**src/rtl/rop_trace_pkg.sv**
```systemverilog
// Shared types and defaults for the branch-trace writer that feeds the ROP detector.
package rop_trace_pkg;

    localparam int unsigned DATA_W_DFLT = 32;

    typedef enum logic [1:0] {
        BR_NONE = 2'd0,
        BR_CALL = 2'd1,
        BR_RET  = 2'd2,
        BR_DJMP = 2'd3
    } br_type_t;

endpackage

```
**src/rtl/rop_trace_ring.sv**
```systemverilog
// Small power-of-two ring buffer with head/tail/count control.
// A push into a full ring is accepted only when a pop happens in the same cycle.
module rop_trace_ring
    import rop_trace_pkg::*;
#(
    parameter int unsigned DEPTH  = 4,
    parameter int unsigned DATA_W = DATA_W_DFLT
) (
    input  logic                     iClk,
    input  logic                     iRst,
    input  logic                     iPush,
    input  logic [DATA_W-1:0]        iPush_Data,
    input  logic                     iPop,
    output logic [DATA_W-1:0]        oRd_Data,
    output logic [$clog2(DEPTH):0]   oCount,
    output logic                     oFull,
    output logic                     oEmpty
);

    localparam int unsigned PTR_W = $clog2(DEPTH);
    localparam int unsigned OCC_W = PTR_W + 1;

    logic [DATA_W-1:0] mem_q [DEPTH];
    logic [PTR_W-1:0]  head_q, head_d;
    logic [PTR_W-1:0]  tail_q, tail_d;
    logic [OCC_W-1:0]  count_q, count_d;
    logic              full, empty, do_push, do_pop;

    always_comb begin
        full    = (count_q == OCC_W'(DEPTH));
        empty   = (count_q == '0);
        do_pop  = iPop & ~empty;
        do_push = iPush & (~full | do_pop);
        // Pointers wrap naturally because DEPTH is a power of two.
        head_d  = head_q + PTR_W'(do_pop);
        tail_d  = tail_q + PTR_W'(do_push);
        count_d = count_q + OCC_W'(do_push) - OCC_W'(do_pop);
    end

    always_ff @(posedge iClk) begin
        if (iRst) begin
            head_q  <= '0;
            tail_q  <= '0;
            count_q <= '0;
        end else begin
            head_q  <= head_d;
            tail_q  <= tail_d;
            count_q <= count_d;
        end
    end

    always_ff @(posedge iClk) begin
        if (do_push) begin
            mem_q[tail_q] <= iPush_Data;
        end
    end

    always_comb begin
        oRd_Data = empty ? '0 : mem_q[head_q];
        oCount   = count_q;
        oFull    = full;
        oEmpty   = empty;
    end

endmodule

```
**src/rtl/rop_trace_writer.sv**
```systemverilog
// Producer side of the branch-trace FIFO: filters committed branch targets, buffers
// them in a ring so back-pressure never stalls commit, and counts dropped targets.
module rop_trace_writer
    import rop_trace_pkg::*;
#(
    parameter int unsigned DATA_W = DATA_W_DFLT,
    parameter int unsigned DEPTH  = 4,
    parameter int unsigned CNT_W  = 8
) (
    input  logic                   iClk,
    input  logic                   iRst,
    input  logic                   iTrace_En,
    input  logic                   iFilter_Djmp,
    input  logic                   iBr_Valid,
    input  br_type_t               iBr_Type,
    input  logic [DATA_W-1:0]      iBr_Target,
    input  logic                   iFifo_Full,
    output logic                   oFifo_WrEn,
    output logic [DATA_W-1:0]      oFifo_Data,
    input  logic                   iClr_Ovf,
    output logic                   oOverflow,
    output logic [CNT_W-1:0]       oDrop_Cnt,
    output logic [$clog2(DEPTH):0] oPending
);

    logic              acc, pop, drop;
    logic              ring_full, ring_empty;
    logic [DATA_W-1:0] ring_data;
    logic              overflow_q, overflow_d;
    logic [CNT_W-1:0]  drop_cnt_q, drop_cnt_d;

    always_comb begin
        acc  = iTrace_En & iBr_Valid & (iBr_Type != BR_NONE)
             & ~(iFilter_Djmp & (iBr_Type == BR_DJMP));
        pop  = ~ring_empty & ~iFifo_Full;
        drop = acc & ring_full & ~pop;
    end

    rop_trace_ring #(
        .DEPTH  (DEPTH),
        .DATA_W (DATA_W)
    ) u_ring (
        .iClk       (iClk),
        .iRst       (iRst),
        .iPush      (acc),
        .iPush_Data (iBr_Target),
        .iPop       (pop),
        .oRd_Data   (ring_data),
        .oCount     (oPending),
        .oFull      (ring_full),
        .oEmpty     (ring_empty)
    );

    // A drop in the same cycle as a clear restarts the count at one.
    always_comb begin
        overflow_d = overflow_q;
        drop_cnt_d = drop_cnt_q;
        if (drop) begin
            overflow_d = 1'b1;
            if (iClr_Ovf) begin
                drop_cnt_d = CNT_W'(1);
            end else if (drop_cnt_q != '1) begin
                drop_cnt_d = drop_cnt_q + CNT_W'(1);
            end
        end else if (iClr_Ovf) begin
            overflow_d = 1'b0;
            drop_cnt_d = '0;
        end
    end

    always_ff @(posedge iClk) begin
        if (iRst) begin
            overflow_q <= 1'b0;
            drop_cnt_q <= '0;
        end else begin
            overflow_q <= overflow_d;
            drop_cnt_q <= drop_cnt_d;
        end
    end

    always_comb begin
        oFifo_WrEn = pop;
        oFifo_Data = ring_data;
        oOverflow  = overflow_q;
        oDrop_Cnt  = drop_cnt_q;
    end

endmodule

```
**config.mk**
```make
export PLATFORM = sky130hd
export DESIGN_NAME = rop_trace_writer
export DESIGN_NICKNAME = d
export VERILOG_FILES = /design/src/rtl/rop_trace_pkg.sv /design/src/rtl/rop_trace_ring.sv /design/src/rtl/rop_trace_writer.sv
export SDC_FILE = /design/constraint.sdc
export NUM_CORES = 1
export LEC_CHECK = 0
export CAP_MARGIN = 20
export CORE_MARGIN = 1.5
export CORE_UTILIZATION = 35
export CTS_CLUSTER_SIZE = 28
export DETAILED_ROUTE_END_ITERATION = 10
export PLACE_DENSITY = 0.65
export SYNTH_ARGS = -nofsm -noshare
export SYNTH_HDL_FRONTEND = slang
export SYNTH_SLANG_ARGS = --single-unit
```
**constraint.sdc**
```tcl
create_clock -name iClk -period 10.6 [get_ports iClk]
set_input_delay 2.65 -clock iClk [delete_from_list [all_inputs] [get_ports iClk]]
set_output_delay 2.65 -clock iClk [all_outputs]
set_load 0.05 [all_outputs]
```
=== After elaboration in Yosys (flattened, before gate mapping) ===
Memories as Yosys holds them, arrays and structs flattened. A register that Yosys moved wholly into a read port is not among the register bits.
Cells that the tools add are included.

* Register bits: 16
* Memory bits (writable): 128
* Input port bits: 41
* Output and inout port bits: 45
* Word-level logic and storage cells: 44
* Memories kept: 1

* Add/subtract/negate cells: 5
* Eq/ne operators: 3
* Multiplexer cells: 10
* Bitwise operators: 15
* Reductions and logical operators: 5

{| class="wikitable"
|+ Memories
! memory !! words !! bits a word !! rd ports !! clocked after Yosys merged registers in !! wr ports !! RTL line !! RTL
|-
| u_ring.mem_q || 4 || 32 || 1 || 1 || 1 || rop_trace_ring.sv:23 || <nowiki>logic [DATA_W-1:0] mem_q [DEPTH];</nowiki>
|}

{| class="wikitable"
|+ Operators with widths
! kind !! count
|-
| $mux 32 || 1
|-
| $mux 8 || 4
|-
| $and 1x1->1 || 9
|-
| $add 8x1->8 const B || 1
|-
| $ne 8x8->1 const B || 1
|-
| $reduce_bool 2->1 || 3
|-
| $not 1->1 || 5
|-
| $add 2x1->2 || 2
|-
| $mux 1 || 4
|-
| $add 3x1->3 || 1
|-
| $eq 3x3->1 const B || 1
|-
| $logic_not 3->1 || 1
|-
| $sub 3x1->3 || 1
|-
| $eq 2x2->1 const B || 1
|-
| $mux 2 || 1
|-
| $reduce_and 2->1 || 1
|-
| $or 1x1->1 || 1
|}

=== Logic depth before layout (Yosys ltp) ===
* Word-level depth: 8
* Gate-level depth with buffers: 10

=== Hierarchy ===
From an unflattened synthesis, not the netlist that was laid out.

* Cells, all modules: 300
* Area total of the unflattened synthesis: 5,824.3 um^2

{| class="wikitable"
|+ By module, submodules not included
! module !! instances !! cells an instance !! area an instance (um^2) !! seq. area each (um^2)
|-
| rop_trace_ring || 1 || 240 || 5,336.4 || 3,983.8
|-
| rop_trace_writer || 1 || 60 || 488.0 || 180.2
|}

=== Worst setup path after synthesis ===
OpenSTA, ideal clock, no wires.

* Path type: in2reg
* Start point: in iFifo_Full
* End point: mem u_ring.mem_q[0][0] in the netlist's numbering, enable pin
* Data arrival time: 5.570 ns
* Data required time: 10.132 ns
* Setup slack: 4.562 ns
* Cell stages on the path: 3
* Buffers on the path: 0
* Path through: and4bb_1 and3b_1 nor3b_1

* Word-level cells in the longest chain between the ends: 7

{| class="wikitable"
|+ Ends and longest elaborated chain
! what !! RTL line !! RTL
|-
| from (decl) || rop_trace_writer.sv:17 || <nowiki>input logic iFifo_Full,</nowiki>
|-
| $not 1->1 || rop_trace_writer.sv:35 || <nowiki>pop = ~ring_empty & ~iFifo_Full;</nowiki>
|-
| $and 1x1->1 || rop_trace_writer.sv:35 ||
|-
| $and 1x1->1 || rop_trace_ring.sv:32 || <nowiki>do_pop = iPop & ~empty;</nowiki>
|-
| $or 1x1->1 || rop_trace_ring.sv:33 || <nowiki>do_push = iPush & (~full | do_pop);</nowiki>
|-
| $and 1x1->1 || rop_trace_ring.sv:33 ||
|-
| $mux 1 || rop_trace_ring.sv:53 || <nowiki>if (do_push) begin</nowiki>
|-
| $mux 1 (not written as such) || rop_trace_ring.sv:54 || <nowiki>mem_q[tail_q] <= iPush_Data;</nowiki>
|-
| to (decl) || rop_trace_ring.sv:23 ||
|}

No other way between the ends.

=== Worst setup path in the final report ===
* Start point: in iFifo_Full
* End point: out oFifo_WrEn

* Word-level cells in the longest chain between the ends: 2

{| class="wikitable"
|+ Ends and longest elaborated chain
! what !! RTL line !! RTL
|-
| $not 1->1 || rop_trace_writer.sv:35 ||
|-
| $and 1x1->1 || rop_trace_writer.sv:35 ||
|-
| to (decl) || rop_trace_writer.sv:18 || <nowiki>output logic oFifo_WrEn,</nowiki>
|}

No other way between the ends.

==> flow_metrics.tcl <==
set metrics [dict create \
    syn-num-nets 342 \
    ctsHoldBuffers 0 \
    slew_viol_final 0 \
    initial_utilization_pct 35.7 \
    final_design_area_no_fill_um2 7330 \
    cp-end-kind "output port" \
    slew_headroom_pct 36.4 \
    ir_drop_uv 172 \
    status "finished clean" \
    synth.avg_cell_area_um2 19.1 \
    area_growth_pct 29.8 \
    start_kind "input port" \
    path_max_fanout 4 \
    clk_latency_ns 0.41 \
    core_um2 15800 \
    grt_pass1_wl_mm 16.9 \
    fin_crit_sh_pct 63.2 \
    hold_depth 2 \
    ant_nets 0 \
    ios 86 \
    clock_sinks 144 \
    ys_warn_count 0 \
    die_h_um 130 \
    cts_tree "built" \
    vias 2994 \
    antenna_cells 0 \
    portBuffers 85 \
    dpl_cell_area_um2 6780 \
    setup_viol_count_final 0 \
    synthCells 296 \
    hold_viol 0 \
    drive_above_1_share_pct 17.9 \
    first_pass_iters 4 \
    max_freq_ghz 0.149 \
    drtIter0Drc 153 \
    power_w 0.00186 \
    antenna_found_initial 0 \
    setup-tns-final_ns 0 \
    reg2regPathDepth 11 \
    worstMarginPinSlew_ns 0.955 \
    clk_path_buf_depth 2 \
    path_clk_slew_ns 0.06 \
    ys_seq_area_share_pct 73.7 \
    rsz0062_at_grt "no" \
    grt.overflow.total 0 \
    die_width_um 130 \
    grt.total_usage_pct 14.0 \
    period_minus_slack_ns 6.69 \
    grt_pass1_vias 3082 \
    htree_levels 4 \
    die-area_um2 16900 \
    whs_ns 0.487 \
    leakagePower_nw 2.30 \
    cap_violations 0 \
    crit_required_ns 7.95 \
    post_cts_buffers 0 \
    worstHoldPathType "register to register" \
    layout.nets 436 \
    dpl.hpwl_mm 6.15 \
    drc 0 \
    vias_per_cell 4.84 \
    powerDensity_nw_per_um2 254 \
    synth_seq_cells 144 \
    gp_congestion 0.684 \
    cts_buffers 17 \
    wl_per_cell_um 17.4 \
    std_cell_rows 46 \
    cp.arrival_ns 4.04 \
    cts_resized 0 \
    ys_types 36 \
    cts-root-buf "clkbuf_16" \
    grt_max_degree 36 \
    skew_ns 0.00677 \
    final_util_pct 46.3 \
    path_class "input port to output port" \
    synth_area_um2 5650 \
    wl_mm 10.8 \
]
[flip-flops by register name, indices dropped and copies added, names as in the netlist]
signal / count
u_ring.mem_q: 128
u_ring.oCount: 3
u_ring.tail_q: 2
oOverflow: 1
oDrop_Cnt: 8
u_ring.head_q: 2
[final cells by class]
type	count	area (um2)
clock buffer	19	433
clock inverter	13	121
fill	1365	8490
inverter	5	18.8
multi-input combinational	133	1420
sequential	144	4170
tap	216	270
timing repair buffer	89	901
[cell usage in the layout, fill, tap and decap left out, types with 2 or more instances in the layout]
master / instances
bufinv_16: 2
edfxtp_1: 128
buf_4: 3
clkinv_2: 3
mux4_2: 32
or4_1: 4
clkbuf_1: 2
nand2_1: 4
nor2_1: 9
nand3_1: 6
or2_2: 2
dfxtp_1: 14
dfxtp_2: 2
clkinvlp_4: 3
nor2b_1: 34
ha_1: 4
clkinv_1: 4
xnor2_1: 4
clkbuf_16: 17
inv_1: 5
a21oi_1: 7
o41ai_1: 3
clkdlybuf4s50_1: 85
o31ai_1: 3
[worst max-delay path, stage by stage]
cell             delay, ns
clkdlybuf4s50_1       0.47
nor2_1                0.12
clkdlybuf4s50_1       0.80
[cells in the mapped netlist, drive strengths merged]
| master | number | area share [%] |
|---|---|---|
| and3b | 2 | 0.31 |
| a21oi | 7 | 0.62 |
| nand2 | 4 | 0.27 |
| clkbuf | 7 | 0.47 |
| o211a | 1 | 0.18 |
| nand2b | 1 | 0.11 |
| nand4 | 1 | 0.11 |
| inv | 5 | 0.33 |
| or2 | 2 | 0.22 |
| fa | 1 | 0.35 |
| or4 | 4 | 0.53 |
| edfxtp | 128 | 68 |
| nand3 | 7 | 0.71 |
| and3 | 2 | 0.22 |
| o311a | 1 | 0.18 |
| and4 | 1 | 0.16 |
| and4bb | 1 | 0.22 |
| a2111o | 1 | 0.20 |
| nor3 | 1 | 0.089 |
| o21bai | 1 | 0.13 |
| xor2 | 1 | 0.16 |
| buf | 7 | 0.64 |
| dfxtp | 16 | 5.7 |
| nor2b | 34 | 3.8 |
| o311ai | 1 | 0.16 |
| o31ai | 3 | 0.40 |
| o41ai | 3 | 0.47 |
| xnor2 | 4 | 0.62 |
| nor3b | 2 | 0.27 |
| nor2 | 10 | 0.66 |
| o21ai | 1 | 0.089 |
| ha | 4 | 0.89 |
| mux4 | 32 | 13 |
[power breakdown]
part,internal (W),switching [W]
clock network,0.000341,0.000216
registers,0.000637,0.0000188
logic,0.000245,0.000406
total,0.00122,0.000641
[worst paths after layout]
check	start	endpoint	slack, ns
max	iFifo_Full	oFifo_WrEn	3.91
min	oOverflow	oOverflow	0.49
max reg2reg	u_ring.oCount[1]	u_ring.oCount[2]	8.05
min reg2reg	oOverflow	oOverflow	0.49
[cells by family (layout without fill, tap and decap cells)]
family / after synthesis / in the layout / share of synthesized area (%)
adder cells (fa/ha/maj): 5 / 5 / 1.24
AO/OA/AOI/OAI: 19 / 19 / 2.41
buffers and inverters: 19 / 126 / 1.44
XOR/XNOR: 5 / 5 / 0.775
AND/OR/NAND/NOR: 72 / 72 / 7.64
multiplexers: 32 / 32 / 12.8
flip-flops: 144 / 144 / 73.7
[layer usage]
metal	track usage, %	share of wire (%)	up-vias
li1	-	-	1374
met1	17.9	45	1522
met4	5.69	1.4	0
met3	4.96	4.8	15
met5	0	0	-
met2	21.8	49	83
[through the flow]
| step | instances | setup WS [ns] |
|---|---|---|
| after floorplan | 296 | 4.56 |
| after global placement | 586 | 3.91 |
| after detailed placement | 587 | 3.91 |
| after CTS | 619 | 3.90 |
| after global routing | 619 | 3.84 |
| final | 619 | 3.91 |
(Power assumes the default switching activity.)
